**src/rtl/fc_core_feeder.sv**
```systemverilog
// fc_core_feeder: sequences one fully-connected MAC core for a single output
// neuron. On start it pulses the core clear, streams N (node, weight) pairs out
// of two 1-latency RAMs, adds the bias on the first beat only, then captures the
// core's accumulated result once the last beat's core valid comes back.
// Optional feature macro: FC_RELU_EN clamps negative captured results to zero.
//
// Core interface: there is no ready. The core must accept a beat in every
// cycle o_core_valid is high, and it reports each accepted beat with one
// i_core_valid pulse exactly one cycle later.
module fc_core_feeder #(
  parameter int IN_DATA_WIDTH = 8,
  parameter int WGT_WIDTH     = 9,
  parameter int ADDR_WIDTH    = 10
) (
  input  logic                       clk,
  input  logic                       reset_n,
  input  logic                       i_start,
  input  logic [ADDR_WIDTH-1:0]      i_num_in,
  input  logic [IN_DATA_WIDTH-1:0]   i_bias,
  output logic                       o_idle,
  output logic                       o_done,
  output logic                       o_node_ce,
  output logic [ADDR_WIDTH-1:0]      o_node_addr,
  input  logic [IN_DATA_WIDTH-1:0]   i_node_q,
  output logic                       o_wegt_ce,
  output logic [ADDR_WIDTH-1:0]      o_wegt_addr,
  input  logic [WGT_WIDTH-1:0]       i_wegt_q,
  output logic                       o_core_run,
  output logic                       o_core_valid,
  output logic [IN_DATA_WIDTH-1:0]   o_core_node,
  output logic [WGT_WIDTH-1:0]       o_core_wegt,
  output logic [IN_DATA_WIDTH-1:0]   o_core_bias,
  input  logic                       i_core_valid,
  input  logic [4*IN_DATA_WIDTH-1:0] i_core_result,
  output logic [4*IN_DATA_WIDTH-1:0] o_result,
  output logic                       o_result_valid,
  output logic [2:0]                 o_dbg_state
);

  localparam int DW = IN_DATA_WIDTH;
  localparam int AW = ADDR_WIDTH;
  localparam int RW = 4 * IN_DATA_WIDTH;

  typedef enum logic [2:0] {
    S_IDLE  = 3'd0,
    S_CLEAR = 3'd1,
    S_FEED  = 3'd2,
    S_WAIT  = 3'd3,
    S_DONE  = 3'd4
  } state_t;

  state_t          state_q, state_d;
  logic [AW-1:0]   n_q;          // latched node count
  logic [DW-1:0]   bias_q;       // latched bias
  logic [AW-1:0]   addr_q;       // next read address while feeding
  logic [AW-1:0]   beats_q;      // core valid pulses seen since CLEAR
  logic            ce_d;         // read enable delayed to line up with RAM data
  logic            first_d;      // the beat now on the core is beat 0
  logic [RW-1:0]   result_q;
  logic            ce;
  logic            last_beat;
  logic [RW-1:0]   captured;

  // A read is issued in CLEAR (address 0) when N>0, and in every FEED cycle.
  assign ce        = ((state_q == S_CLEAR) && (n_q != '0)) || (state_q == S_FEED);
  assign last_beat = i_core_valid && ((beats_q + AW'(1)) == n_q);

  // Value to store when the final result arrives, optionally ReLU-clamped.
  always_comb begin
    captured = i_core_result;
`ifdef FC_RELU_EN
    if (i_core_result[RW-1]) captured = '0;
`endif
  end

  // State register.
  always_ff @(posedge clk or negedge reset_n) begin
    if (!reset_n) state_q <= S_IDLE;
    else          state_q <= state_d;
  end

  // Next-state logic: CLEAR picks FEED/WAIT/DONE depending on how many reads remain.
  always_comb begin
    state_d = state_q;
    case (state_q)
      S_IDLE:  if (i_start) state_d = S_CLEAR;
      S_CLEAR: begin
        if (n_q == '0)           state_d = S_DONE;
        else if (n_q == AW'(1))  state_d = S_WAIT;
        else                     state_d = S_FEED;
      end
      S_FEED:  if (addr_q == (n_q - AW'(1))) state_d = S_WAIT;
      S_WAIT:  if (last_beat) state_d = S_DONE;
      S_DONE:  state_d = S_IDLE;
      default: state_d = S_IDLE;
    endcase
  end

  // Job parameters, address and beat counters, beat alignment and result capture.
  always_ff @(posedge clk or negedge reset_n) begin
    if (!reset_n) begin
      n_q      <= '0;
      bias_q   <= '0;
      addr_q   <= '0;
      beats_q  <= '0;
      ce_d     <= 1'b0;
      first_d  <= 1'b0;
      result_q <= '0;
    end else begin
      ce_d    <= ce;
      first_d <= (state_q == S_CLEAR) && ce;
      if ((state_q == S_IDLE) && i_start) begin
        n_q    <= i_num_in;
        bias_q <= i_bias;
      end
      if (state_q == S_CLEAR)     addr_q <= AW'(1);
      else if (state_q == S_FEED) addr_q <= addr_q + AW'(1);
      if (state_q == S_CLEAR) beats_q <= '0;
      else if (((state_q == S_FEED) || (state_q == S_WAIT)) && i_core_valid)
        beats_q <= beats_q + AW'(1);
      if ((state_q == S_CLEAR) && (n_q == '0)) result_q <= '0;
      else if ((state_q == S_WAIT) && last_beat) result_q <= captured;
    end
  end

  assign o_idle         = (state_q == S_IDLE);
  assign o_done         = (state_q == S_DONE);
  assign o_result_valid = (state_q == S_DONE);
  assign o_core_run     = (state_q == S_CLEAR);
  assign o_node_ce      = ce;
  assign o_wegt_ce      = ce;
  assign o_node_addr    = (state_q == S_FEED) ? addr_q : '0;
  assign o_wegt_addr    = o_node_addr;
  assign o_core_valid   = ce_d;
  assign o_core_node    = i_node_q;
  assign o_core_wegt    = i_wegt_q;
  assign o_core_bias    = first_d ? bias_q : '0;
  assign o_result       = result_q;
  assign o_dbg_state    = state_q;

endmodule
```
**config.mk**
```make
export PLATFORM = sky130hd
export DESIGN_NAME = fc_core_feeder
export DESIGN_NICKNAME = d
export VERILOG_FILES = /design/src/rtl/fc_core_feeder.sv
export SDC_FILE = /design/constraint.sdc
export NUM_CORES = 1
export LEC_CHECK = 0
export CORE_UTILIZATION = 49
export DETAILED_ROUTE_END_ITERATION = 10
export MAX_ROUTING_LAYER = met4
export PLACE_DENSITY = 0.86
export SETUP_SLACK_MARGIN = 0.4
export SLEW_MARGIN = 0
export SYNTH_ARGS = -nofsm -noshare
export SYNTH_HDL_FRONTEND = slang
export SYNTH_SLANG_ARGS = --single-unit
```
**constraint.sdc**
```tcl
create_clock -name clk -period 5.5 [get_ports clk]
set_input_delay 1.1 -clock clk [delete_from_list [all_inputs] [get_ports clk]]
set_output_delay 1.1 -clock clk [all_outputs]
set_load 0.03 [all_outputs]
```
==> impl_results.md, run 1 <==
- Status: completed
- FF+latch count, synth: 75
- Die W: 97.0 um
- Leading register cell type out of synthesis: dfrtp_1
- Arrival @ worst endpoint: ~2.8 ns
- Total area of multi-input combinational cells: between 0.002 and 0.0025 sq mm
- Area overhead of the layout relative to synthesis: 24.8%
- Via count of the first global-routing pass: approximately 3.9k
- Critical path fanouts, max: 21
- Global route overflow: 0
- Syn. warnings: 0
- Number of hold violations in the final report: 0
- Post-route fraction of the period consumed by the critical path: between 70% and 80%
- Synth area leaders: dfrtp_1 42%, buf_4 5.9%, nand4_1 5.4%
- Number of setup violations in the final report: 0
- Die Ht: between 90 and 100 um
- Diodes inserted: 0
- Core region area: around 0.0087 sq mm
- Number of cell instances on the worst register-to-register path: 7
- Deepest level of the CTS H-tree: 3
- Most numerous cell types in the synthesized netlist: 75 x dfrtp_1, 38 x nand4_1, 35 x a21oi_1, 35 x buf_4, 32 x o21ai_1
- Final critical path time including I/O delays and setup: 3.89 ns
- Leakage: around 2.2 nW
- Post-synth top area cell: dfrtp_1
- Worst setup SP type: flop
- Cell with the most instances after synthesis: dfrtp_1
- Count of input and output buffers: about 120
- Number of iterations in the first detailed-routing pass: 5
- Cell area after synthesis: ~0.0044 sq mm
- Detailed-route vias per instance: 5.97
- Violation count after the first detailed-route iteration: around 200
- Maximum clock frequency: ~260 MHz
- Number of clock buffers inserted by TritonCTS: 9
- Starting density of the core: a little over 50%
- Wire length reported by the detailed router: approximately 11 mm
- Tightest Hold Check Type: reg2reg
- Maximum Capacitance Violations: 0
- Pwr/cell area: around 460 mW/mm^2
- Required time at the worst-slack endpoint: approximately 4.4 ns
- CTS tree: built
- Maximum buffer depth of the clock tree: 2
- Die ar.: 0.00940 sq mm
- Number of max-slew violations in the final report: 0
- Synthesized netlist net count: between 500 and 600
- FFs w/ async S/R, synth: 100%
- Total of hold buffers inserted after clock tree synthesis: 0
- Layout filler cell count: just over 700
- Global-route wire length before repair: approximately 19 mm
- Worst Clk Skew: about 0.015 ns
- Cell at the root of the clock tree: clkbuf_8
- Post-CTS repair timing setup buffer count: 0
- Total via count in the routed design: between 3k and 4k
- Sum of negative setup slack: 0 ns
- Num rows: 34
- Top-level I/O count: 158
- Last weighted congestion value of the routability-driven placer: around 0.9
- Number of enable flip-flop cells after synthesis: 0
- Finished layout cell area: between 0.005 and 0.006 sq mm
- Mean area per synthesized cell: between 9 and 10 sq um
- Fraction of layout cells with a size suffix above 1: slightly below 9%
- Peak VDD IR: around 0.38 mV
- Total global-route track usage: 24.8%
- Nature of the critical path endpoint: primary output
- Hold Path Stages: 1
- Setup repair after global routing missed its margin: false
- Seq/Total Area, Yosys: a little over two fifths
- Relative slew slack: 13.8%
- Clock Sink Count: 75
- Cells after Synth: 469
- Number of routed nets with antenna violations: 0
- Average wire length per cell after detail routing: 17.0 um
- Worst Max-Slew Pin Slew: about 1.3 ns
- Instance area at placement: between 0.005 and 0.006 sq mm
- Sequential standard cell area: around 0.0019 sq mm
- Critical path start-end classification: reg2out
- Post-DP HPWL: 7.40 mm
- Initial antenna violation count: 0
- Clock latency on the worst-skew pair: approximately 0.35 ns
- Number of gates resized after cts: 0
- Worst-path clk slew: around 0.07 ns
- Largest net degree at the start of global routing: 76
- Share of the synthesized area in the top cell type: between 40% and 50%
- Synth unique cells: 56
- Net count, final: 614
- Remaining DRCs: 0
[sequential cells by signal, summed over array words and instances (netlist names)]
| register | count |
|---|---|
| o_result | 32 |
| addr_q | 10 |
| beats_q | 10 |
| n_q | 10 |
| bias_q | 8 |
| o_dbg_state | 3 |
| first_d | 1 |
| o_core_valid | 1 |
[path summary, 6_finish.rpt]
kind	start	to	slack, ns
setup / recovery	o_dbg_state[2]$_DFFE_PN0P_	o_node_addr[0]	1.61
hold / removal	bias_q[7]$_DFFE_PN0P_	bias_q[7]$_DFFE_PN0P_	0.50
setup reg to reg	beats_q[0]$_DFFE_PN0P_	o_result[1]$_DFFE_PN0P_	2.49
hold reg to reg	bias_q[7]$_DFFE_PN0P_	bias_q[7]$_DFFE_PN0P_	0.50
max in group asynchronous	reset_n	beats_q[5]$_DFFE_PN0P_	4.01
min in group asynchronous	reset_n	o_result[20]$_DFFE_PN0P_	0.88
[logic make-up (layout without fill, tap and decap cells)]
family / Yosys count / after routing / share of synthesized area (%)
and+or+nand+nor: 153 / 153 / 20.1
buffers and inverters: 72 / 145 / 11.1
AOI/OAI and AO/OA: 121 / 121 / 15.5
xor gates and xnor gates: 28 / 28 / 5.55
muxes: 16 / 16 / 4.08
adders and majority gates: 4 / 4 / 1.13
DFF: 75 / 75 / 42.5
[metrics by stage]
stage                     power [W]  util, %  instances  setup slack [ns]  hold WS, ns
after floorplan             0.00181        -        469              2.59        0.473
after global placement      0.00206     61.2        636              2.06        0.480
after detailed placement    0.00211     61.2        636              1.95        0.491
after CTS                   0.00252     63.2        650              1.60        0.507
after global routing        0.00267     63.2        650              1.37        0.518
final                       0.00252     63.2        650              1.61        0.502
[metal layers]
metal	vias to the layer above	global-route usage, %	part of all wire [%]
li1	1786	-	-
met1	1878	30.3	41
met2	177	39.9	50
met3	40	3.47	5.5
met4	0	13.1	3.4
met5	-	-	0
[layout make-up]
cell class                      count  area share [%]
Clock buffer                        9            2.25
Clock inverter                      5            1.02
Inverter                            5           0.340
Multi-Input combinational cell    322            37.2
Sequential cell                    75            34.0
Tap cell                          108            2.45
Timing Repair Buffer              126            22.7
[cells in the final DEF (no fill, tap or decap), types with 2 or more instances in the layout]
cell,count
inv_1,5
and2_1,23
nand2b_1,2
clkinv_2,2
a21oi_1,35
nand4_1,38
o41ai_1,2
dfrtp_1,75
nand3_1,11
ha_1,4
nor2_1,26
o31ai_1,5
and3_1,7
buf_4,4
o21ai_0,30
nand2_1,23
nor4b_1,2
nor3_1,4
a31oi_1,3
nor2_2,2
clkbuf_8,9
a211o_1,2
xnor2_1,21
mux2_2,16
xor2_1,7
o21ai_1,32
clkdlybuf4s50_1,122
[worst max-delay path: stages, from the launching register on]
cell	delay (ns)
dfrtp_1	0.45
nand2b_1	0.19
nor2_1	0.82
and2_1	0.28
clkdlybuf4s50_1	0.69
[power by group]
| part | internal, W | switching, W | total [W] |
|---|---|---|---|
| Combinational | 0.000515 | 0.000707 | 0.00122 |
| Sequential | 0.000693 | 0.000201 | 0.000894 |
| Clock | 0.000204 | 0.000199 | 0.000403 |
| Total | 0.00141 | 0.00111 | 0.00252 |
No activity file was read; power rests on OpenSTA's default activity.
==> run 2, diff against run 1 <==
--- a/config.mk
+++ b/config.mk
@@ -5,10 +5,10 @@
 export SDC_FILE = /design/constraint.sdc
 export NUM_CORES = 1
 export LEC_CHECK = 0
-export CORE_UTILIZATION = 49
+export CORE_UTILIZATION = 46
 export DETAILED_ROUTE_END_ITERATION = 10
 export MAX_ROUTING_LAYER = met4
-export PLACE_DENSITY = 0.86
+export PLACE_DENSITY = 0.82
 export SETUP_SLACK_MARGIN = 0.4
 export SLEW_MARGIN = 0
 export SYNTH_ARGS = -nofsm -noshare
==> constraint.sdc (replaced) <==
create_clock -name clk -period 3.9 [get_ports clk]
set_input_delay 0.78 -clock clk [delete_from_list [all_inputs] [get_ports clk]]
set_output_delay 0.78 -clock clk [all_outputs]
set_load 0.03 [all_outputs]
==> run 2 against run 1 <==
  * The run now fails in detailed routing (5_2_route)
  * Global-route usage down 1.8 points
  * Synthesized cell count unchanged
  * Synthesized area unchanged
==> impl_results.md, run 2 <==
- Total of hold buffers inserted after clock tree synthesis: 0
- Post-DP HPWL: 7.42 mm
- Largest net degree at the start of global routing: 76
- Die Ht: about 100 um
- FF+latch count, synth: 75
- Last weighted congestion value of the routability-driven placer: ~0.93
- Number of enable flip-flop cells after synthesis: 0
- Stage where the flow stopped: detailed routing (5_2_route)
- Count of input and output buffers: about 120
- Syn. warnings: 0
- Mean area per synthesized cell: 9.42 sq um
- Seq/Total Area, Yosys: between 40% and 50%
- Global route overflow: 0
- Die W: roughly 100 um
- Synth unique cells: 56
- Via count of the first global-routing pass: 3,600
- Number of clock buffers inserted by TritonCTS: 9
- Leading register cell type out of synthesis: dfrtp_1
- Status: aborted with a tool error
- Synthesized netlist net count: 544
- Starting density of the core: 47.6%
- Initial antenna violation count: 0
- Cells after Synth: 469
- Most numerous cell types in the synthesized netlist: 75 x dfrtp_1, 38 x nand4_1, 35 x a21oi_1, 35 x buf_4, 32 x o21ai_1
- Num rows: 35
- Clock Sink Count: 75
- Post-CTS repair timing setup buffer count: 0
- Number of gates resized after cts: 0
- Total global-route track usage: ~23%
- Maximum buffer depth of the clock tree: 2
- Share of the synthesized area in the top cell type: between 40% and 50%
- Cell area after synthesis: around 0.0044 sq mm
- Error msg: [ERROR DRT-0255] Maze Route cannot find path of net i_wegt_q[7] in worker of routeBox ( 48300 0 ) ( 100000 48300 ).
- FFs w/ async S/R, synth: 100%
- Worst setup timing slack at the placement stage: ~0.95 ns
- Post-synth top area cell: dfrtp_1
- Global-route wire length before repair: 17.8 mm
- Deepest level of the CTS H-tree: 3
- Synth area leaders: dfrtp_1 42%, buf_4 5.9%, nand4_1 5.4%
- Cell with the most instances after synthesis: dfrtp_1
- Top-level I/O count: around 160
- Cell at the root of the clock tree: clkbuf_8
-- run 2: per-layer routing --
| metal | GRT usage (%) |
|---|---|
| met2 | 36.5 |
| met5 | - |
| met1 | 30.0 |
| met4 | 8.92 |
| met3 | 2.99 |
-- run 2: kinds of logic after synthesis --
logic type	count (synthesis)	synth area share (%)
compound gates	121	15.5
xor+xnor	28	5.55
fa+ha+maj	4	1.13
buf+inv	72	11.1
flops	75	42.5
mux	16	4.08
simple gates	153	20.1
-- run 2: metrics by stage --
stage               util [%]  cells  cell area, sq um
floorplan                  -    469              4420
global placement        58.0    660              5380
detailed placement      58.0    660              5380
CTS                     59.8    676              5550
global route            59.8    676              5550
==> run 3, diff against run 2 <==
--- a/config.mk
+++ b/config.mk
@@ -5,11 +5,9 @@
 export SDC_FILE = /design/constraint.sdc
 export NUM_CORES = 1
 export LEC_CHECK = 0
-export CORE_UTILIZATION = 46
+export CORE_UTILIZATION = 40
 export DETAILED_ROUTE_END_ITERATION = 10
-export MAX_ROUTING_LAYER = met4
-export PLACE_DENSITY = 0.82
-export SETUP_SLACK_MARGIN = 0.4
+export PLACE_DENSITY_LB_ADDON = 0.15
 export SLEW_MARGIN = 0
 export SYNTH_ARGS = -nofsm -noshare
 export SYNTH_HDL_FRONTEND = slang
==> run 3 against run 2 <==
  * The run now ends clean
  * Global-route usage fell by 2.8 points
==> impl_results.md, run 3 (same netlist as run 1, synthesis figures left out) <==
- Tightest Hold Check Type: reg2reg
- Final critical path time including I/O delays and setup: 3.35 ns
- Relative slew slack: between 30% and 40%
- Layout filler cell count: 1,024
- Count of input and output buffers: 123
- Instance area at placement: 0.00540 sq mm
- Arrival @ worst endpoint: approximately 2.6 ns
- Number of max-slew violations in the final report: 0
- Average wire length per cell after detail routing: approximately 17 um
- Finished layout cell area: between 0.005 and 0.006 sq mm
- Nature of the critical path endpoint: primary output
- Number of iterations in the first detailed-routing pass: 6
- Post-DP HPWL: roughly 7.7 mm
- Maximum buffer depth of the clock tree: 2
- Required time at the worst-slack endpoint: 3.12 ns
- Critical path fanouts, max: 6
- Gate power share: between 40% and 50%
- HP Start: bias_q[7]$_DFFE_PN0P_
- Leakage: about 2.2 nW
- Critical path start-end classification: reg2out
- Power after layout: ~0.0037 W
- Largest net degree at the start of global routing: 76
- Die W: 107 um
- Number of gates resized after cts: 0
- Clock network power share: between 10% and 20%
- Detailed-route vias per instance: approximately 5.4
- Cell-internal power: 0.00208 W
- Worst Clk Skew: around 0.018 ns
- Global-route wire length before repair: approximately 18 mm
- Area overhead of the layout relative to synthesis: 27.2%
- Worst reg2reg setup slack: ~1.5 ns
- Delay of the slowest cell on the worst path: about 0.63 ns
- Cell at the root of the clock tree: clkbuf_8
- Worst-path clk slew: approximately 0.080 ns
- Worst setup SP type: flop
- Number of flip-flops under the largest register name: 32
- Diodes inserted: 0
- Maximum Capacitance Violations: 0
- Global route overflow: 0
- Via count of the first global-routing pass: about 3.6k
- Register share of total power: about a third
- Cells along the critical path: inv_1 > ha_1 > nor4b_4 > nand2_1 > nand2_1 > nand2_1 > clkdlybuf4s50_1
- Num rows: 38
- Initial antenna violation count: 0
- Worst Max-Slew Pin Slew: 0.956 ns
- CTS tree: built
- Clock latency on the worst-skew pair: 0.35 ns
- Maximum clock frequency: 299 MHz
- Remaining DRCs: 0
- Core region area: about 0.011 sq mm
- Fraction of layout cells with a size suffix above 1: a little under a tenth
- Most frequent cells in the layout: 122 x clkdlybuf4s50_1, 75 x dfrtp_1, 38 x nand4_1
- Total of hold buffers inserted after clock tree synthesis: 0
- Die Ht: around 110 um
- Number of setup violations in the final report: 0
- Number of hold violations in the final report: 0
- Switching portion of total power: roughly 43%
- Pwr/cell area: 652 mW/mm^2
- Total global-route track usage: about a fifth
- Status: completed
- Number of routed nets with antenna violations: 0
- Peak VDD IR: 0.478 mV
- Top-level I/O count: between 150 and 200
- Number of clock buffers inserted by TritonCTS: 9
- Total via count in the routed design: 3,733
- Wire length reported by the detailed router: 11.4 mm
- Library cell contributing the largest single delay on the critical path: clkdlybuf4s50_1
- Clock Sink Count: 75
- Switching power: ~0.0016 W
- Most frequent standard cell in the layout excluding fill and tap cells: clkdlybuf4s50_1
- Net count, final: about 620
- Sum of negative setup slack: 0 ns
- Die ar.: ~0.011 sq mm
- Most repeated library cell on the critical path: nand2_1
- Post-CTS repair timing setup buffer count: 0
- Violation count after the first detailed-route iteration: around 170
- Starting density of the core: between 40 and 50%
- Capture point of the worst reg-to-reg path: o_dbg_state[0]$_DFFE_PN0P_
- Post-route fraction of the period consumed by the critical path: 85.8%
- Worst Hold Path EP: bias_q[7]$_DFFE_PN0P_
- Number of cell instances on the worst register-to-register path: 8
- Setup repair after global routing missed its margin: false
- Last weighted congestion value of the routability-driven placer: 0.820
- Source of the worst register-to-register timing path: beats_q[0]$_DFFE_PN0P_
- Utilization after layout: between 50% and 60%
- Deepest level of the CTS H-tree: 3
- Hold Path Stages: 1
==> run 3: cell type report <==
| type | instances | area (sq um) | share of cell area (%) |
|---|---|---|---|
| clock buffer | 9 | 124 | 2.20 |
| timing repair buffer | 129 | 1270 | 22.7 |
| multi-input combinational | 322 | 2050 | 36.5 |
| clock inverter | 7 | 100 | 1.78 |
| tap | 140 | 175 | 3.12 |
| sequential | 75 | 1880 | 33.4 |
| inverter | 5 | 18.8 | 0.334 |
==> run 3: worst max-delay path: cells and delay by family (launching register included) <==
| family | cells | cell delay (ns) |
|---|---|---|
| adder cells (fa/ha/maj) | 1 | 0.26 |
| buffers and inverters | 2 | 0.75 |
| flip-flops | 1 | 0.48 |
| AND/OR/NAND/NOR | 4 | 0.73 |
==> run 3: metrics by stage <==
| stage | hold slack (ns) | cells | setup WS, ns |
|---|---|---|---|
| 2_1_floorplan | 0.473 | 469 | 1.31 |
| 3_3_place_gp | 0.481 | 671 | 1.02 |
| 3_5_place_dp | 0.489 | 671 | 0.926 |
| 4_1_cts | 0.506 | 687 | 0.537 |
| 5_1_grt | 0.517 | 687 | 0.356 |
| 6_report | 0.501 | 687 | 0.552 |
==> run 3: power by group through the flow <==
stage	combinational, W	clock [W]	sequential, W
6_report	0.00172	0.000678	0.00126
5_1_grt	0.00187	0.000728	0.00130
4_1_cts	0.00174	0.000692	0.00126
3_5_place_dp	0.00173	0	0.00128
3_3_place_gp	0.00171	0	0.00126
2_1_floorplan	0.00129	0	0.00126
==> run 3: metal layers <==
metal  up-vias  GRT usage, %  share of wire (%)
li1       1795             -                  -
met1      1804          27.2                 45
met2       118          32.4                 47
met3        16          3.59                5.5
met4         0          7.34                1.9
met5         -             0                  0
==> run 3: worst max path at each step <==
stage,depth (start not counted),startpoint,end
4_1_cts,7,n_q[0]$_DFFE_PN0P_,o_node_ce
5_1_grt,7,n_q[0]$_DFFE_PN0P_,o_wegt_ce
6_report,7,n_q[0]$_DFFE_PN0P_,o_node_ce
2_1_floorplan,6,o_dbg_state[0]$_DFFE_PN0P_,o_wegt_ce
3_3_place_gp,7,n_q[0]$_DFFE_PN0P_,o_wegt_ce
3_5_place_dp,7,n_q[0]$_DFFE_PN0P_,o_node_ce
==> run 4, diff against run 3 <==
--- a/config.mk
+++ b/config.mk
@@ -5,6 +5,7 @@
 export SDC_FILE = /design/constraint.sdc
 export NUM_CORES = 1
 export LEC_CHECK = 0
+export CORE_MARGIN = 10
 export CORE_UTILIZATION = 40
 export DETAILED_ROUTE_END_ITERATION = 10
 export PLACE_DENSITY_LB_ADDON = 0.15
==> run 4 against run 3 <==
  * Cell count fell by 0.15%
  * Design area decreased by 0.56%
  * Routed wire length is 8.7% higher
  * Sequential power about the same
  * Clock power decreased by 12%
  * First-iteration DRC count is 70% higher
  * Clock skew decreased by 0.0061 ns
  * Maximum frequency decreased by 0.81%
  * Die area up 36%
  * Critical path depth unchanged
  * Setup slack worse by 0.027 ns
==> impl_results.md, run 4 (same netlist as run 1, synthesis figures left out) <==
- Status: completed
- Relative slew slack: between 30% and 40%
- Area overhead of the layout relative to synthesis: 26.5%
- Count of input and output buffers: between 100 and 150
- Number of max-slew violations in the final report: 0
- Most repeated library cell on the critical path: nand2_1
- Required time at the worst-slack endpoint: 3.12 ns
- Starting density of the core: 40.8%
- Number of iterations in the first detailed-routing pass: 4
- Remaining DRCs: 0
- Violation count after the first detailed-route iteration: 285
- Cells along the critical path: inv_1 > ha_1 > nor4b_4 > nand2_1 > nand2_1 > nand2_1 > clkdlybuf4s50_1
- Worst Max-Slew Pin Slew: 0.956 ns
- Delay of the slowest cell on the worst path: between 0.6 and 0.7 ns
- Net count, final: 617
- Maximum Capacitance Violations: 0
- Worst setup SP type: flop
- Final critical path time including I/O delays and setup: 3.38 ns
- Layout filler cell count: 1,043
- Critical path start-end classification: reg2out
- Pwr/cell area: about 640 mW/mm^2
- Critical path fanouts, max: 6
- Largest net degree at the start of global routing: between 70 and 80
- Maximum clock frequency: between 200 and 300 MHz
- Number of setup violations in the final report: 0
- Tightest Hold Check Type: reg2reg
- Worst Clk Skew: around 0.011 ns
- Cell class contributing the biggest share of worst-path delay: buffers and inverters
- Number of gates resized after cts: 0
- Instance area at placement: between 0.005 and 0.006 sq mm
- Most frequent cells in the layout: 122 x clkdlybuf4s50_1, 75 x dfrtp_1, 38 x nand4_1
- Worst-path clk slew: 0.08 ns
- CTS tree: built
- Core region area: around 0.011 sq mm
- Sum of negative setup slack: 0 ns
- Die ar.: 0.0156 sq mm
- Number of routed nets with antenna violations: 0
- Wire length reported by the detailed router: about 12 mm
- Post-route fraction of the period consumed by the critical path: 86.5%
- Post-layout worst setup margin: 0.525 ns
- Post-CTS repair timing setup buffer count: 0
- Initial antenna violation count: 0
- Count of buffering cells on the critical path with inverters included: 2
- Clock Sink Count: 75
- Global-route wire length before repair: around 20 mm
- Cell at the root of the clock tree: clkbuf_8
- Arrival @ worst endpoint: 2.60 ns
- Average wire length per cell after detail routing: approximately 18 um
- Library cell contributing the largest single delay on the critical path: clkdlybuf4s50_1
- Worst setup timing slack at the placement stage: between 0.8 and 0.9 ns
- Total via count in the routed design: around 3.7k
- Maximum buffer depth of the clock tree: 2
- Diodes inserted: 0
- Detailed-route vias per instance: 5.33
- Top-level I/O count: approximately 160
- Total of hold buffers inserted after clock tree synthesis: 0
- Most frequent standard cell in the layout excluding fill and tap cells: clkdlybuf4s50_1
- Post-DP HPWL: between 8 and 9 mm
- Deepest level of the CTS H-tree: 3
- Last weighted congestion value of the routability-driven placer: 0.812
- Total global-route track usage: approximately 15%
- Peak VDD IR: between 0.4 and 0.5 mV
- Number of hold violations in the final report: 0
- Global route overflow: 0
- Die Ht: 125 um
- Die W: approximately 130 um
- Leakage: ~2.2 nW
- Via count of the first global-routing pass: 3,755
- Setup repair after global routing missed its margin: false
- Number of flip-flops under the largest register name: 32
- Num rows: 38
- Fraction of layout cells with a size suffix above 1: 9.16%
- Nature of the critical path endpoint: primary output
- Finished layout cell area: around 0.0056 sq mm
- Number of clock buffers inserted by TritonCTS: 9
- Clock latency on the worst-skew pair: ~0.36 ns
==> run 4: cell types whose count changed in the layout (fill, tap and decap cells not counted) <==
cell        delta
clkbuf_1       +1
inv_6          -2
clkinv_4       -1
clkbuf_8       +1
clkinvlp_4     +1
bufinv_16      -1
==> run 4: final timing paths <==
kind	cells past startpoint	slack (ns)	start	endpoint
max	7	0.52	n_q[0]$_DFFE_PN0P_	o_wegt_ce
min	1	0.50	bias_q[0]$_DFFE_PN0P_	bias_q[0]$_DFFE_PN0P_
max reg2reg	8	1.16	beats_q[0]$_DFFE_PN0P_	o_result[26]$_DFFE_PN0P_
min reg2reg	1	0.50	bias_q[0]$_DFFE_PN0P_	bias_q[0]$_DFFE_PN0P_
max in group asynchronous	1	2.72	reset_n	o_result[4]$_DFFE_PN0P_
min in group asynchronous	1	0.57	reset_n	bias_q[1]$_DFFE_PN0P_
==> run 4: cell type report <==
type | instances | area, sq um | area share, %
sequential | 75 | 1880 | 33.6
timing repair buffer | 129 | 1270 | 22.8
tap | 140 | 175 | 3.13
clock inverter | 4 | 51.3 | 0.918
clock buffer | 11 | 141 | 2.53
multi-input combinational | 322 | 2050 | 36.7
inverter | 5 | 18.8 | 0.336
==> run 4: worst register-to-register path, cell delays in order (launching register included) <==
cell,delay (ns)
dfrtp_1,0.46
ha_1,0.28
nand4_1,0.19
nor2_1,0.25
xnor2_1,0.19
and4_1,0.60
buf_4,0.36
nand4_1,0.16
a21oi_1,0.17
==> run 4: where the power goes <==
part | switching [W] | total, W | internal [W]
Clock | 0.000289 | 0.000599 | 0.000310
Sequential | 0.000289 | 0.00127 | 0.000977
Combinational | 0.000989 | 0.00172 | 0.000736
==> run 4: per-layer routing <==
metal,track usage (%),vias up,share of wire (%)
li1,-,1794,-
met1,19.0,1726,44
met2,24.5,115,46
met3,4.82,21,7.1
met4,6.84,0,2.3
met5,0,-,0
==> run 4: per-stage QoR <==
stage	power (W)	hold WS, ns	utilization, %	instances
floorplan	0.00255	0.473	-	469
global placement	0.00297	0.481	49.8	671
detailed placement	0.00301	0.488	49.8	671
CTS	0.00362	0.504	51.6	686
global route	0.00384	0.518	51.6	686
finish	0.00359	0.502	51.6	686
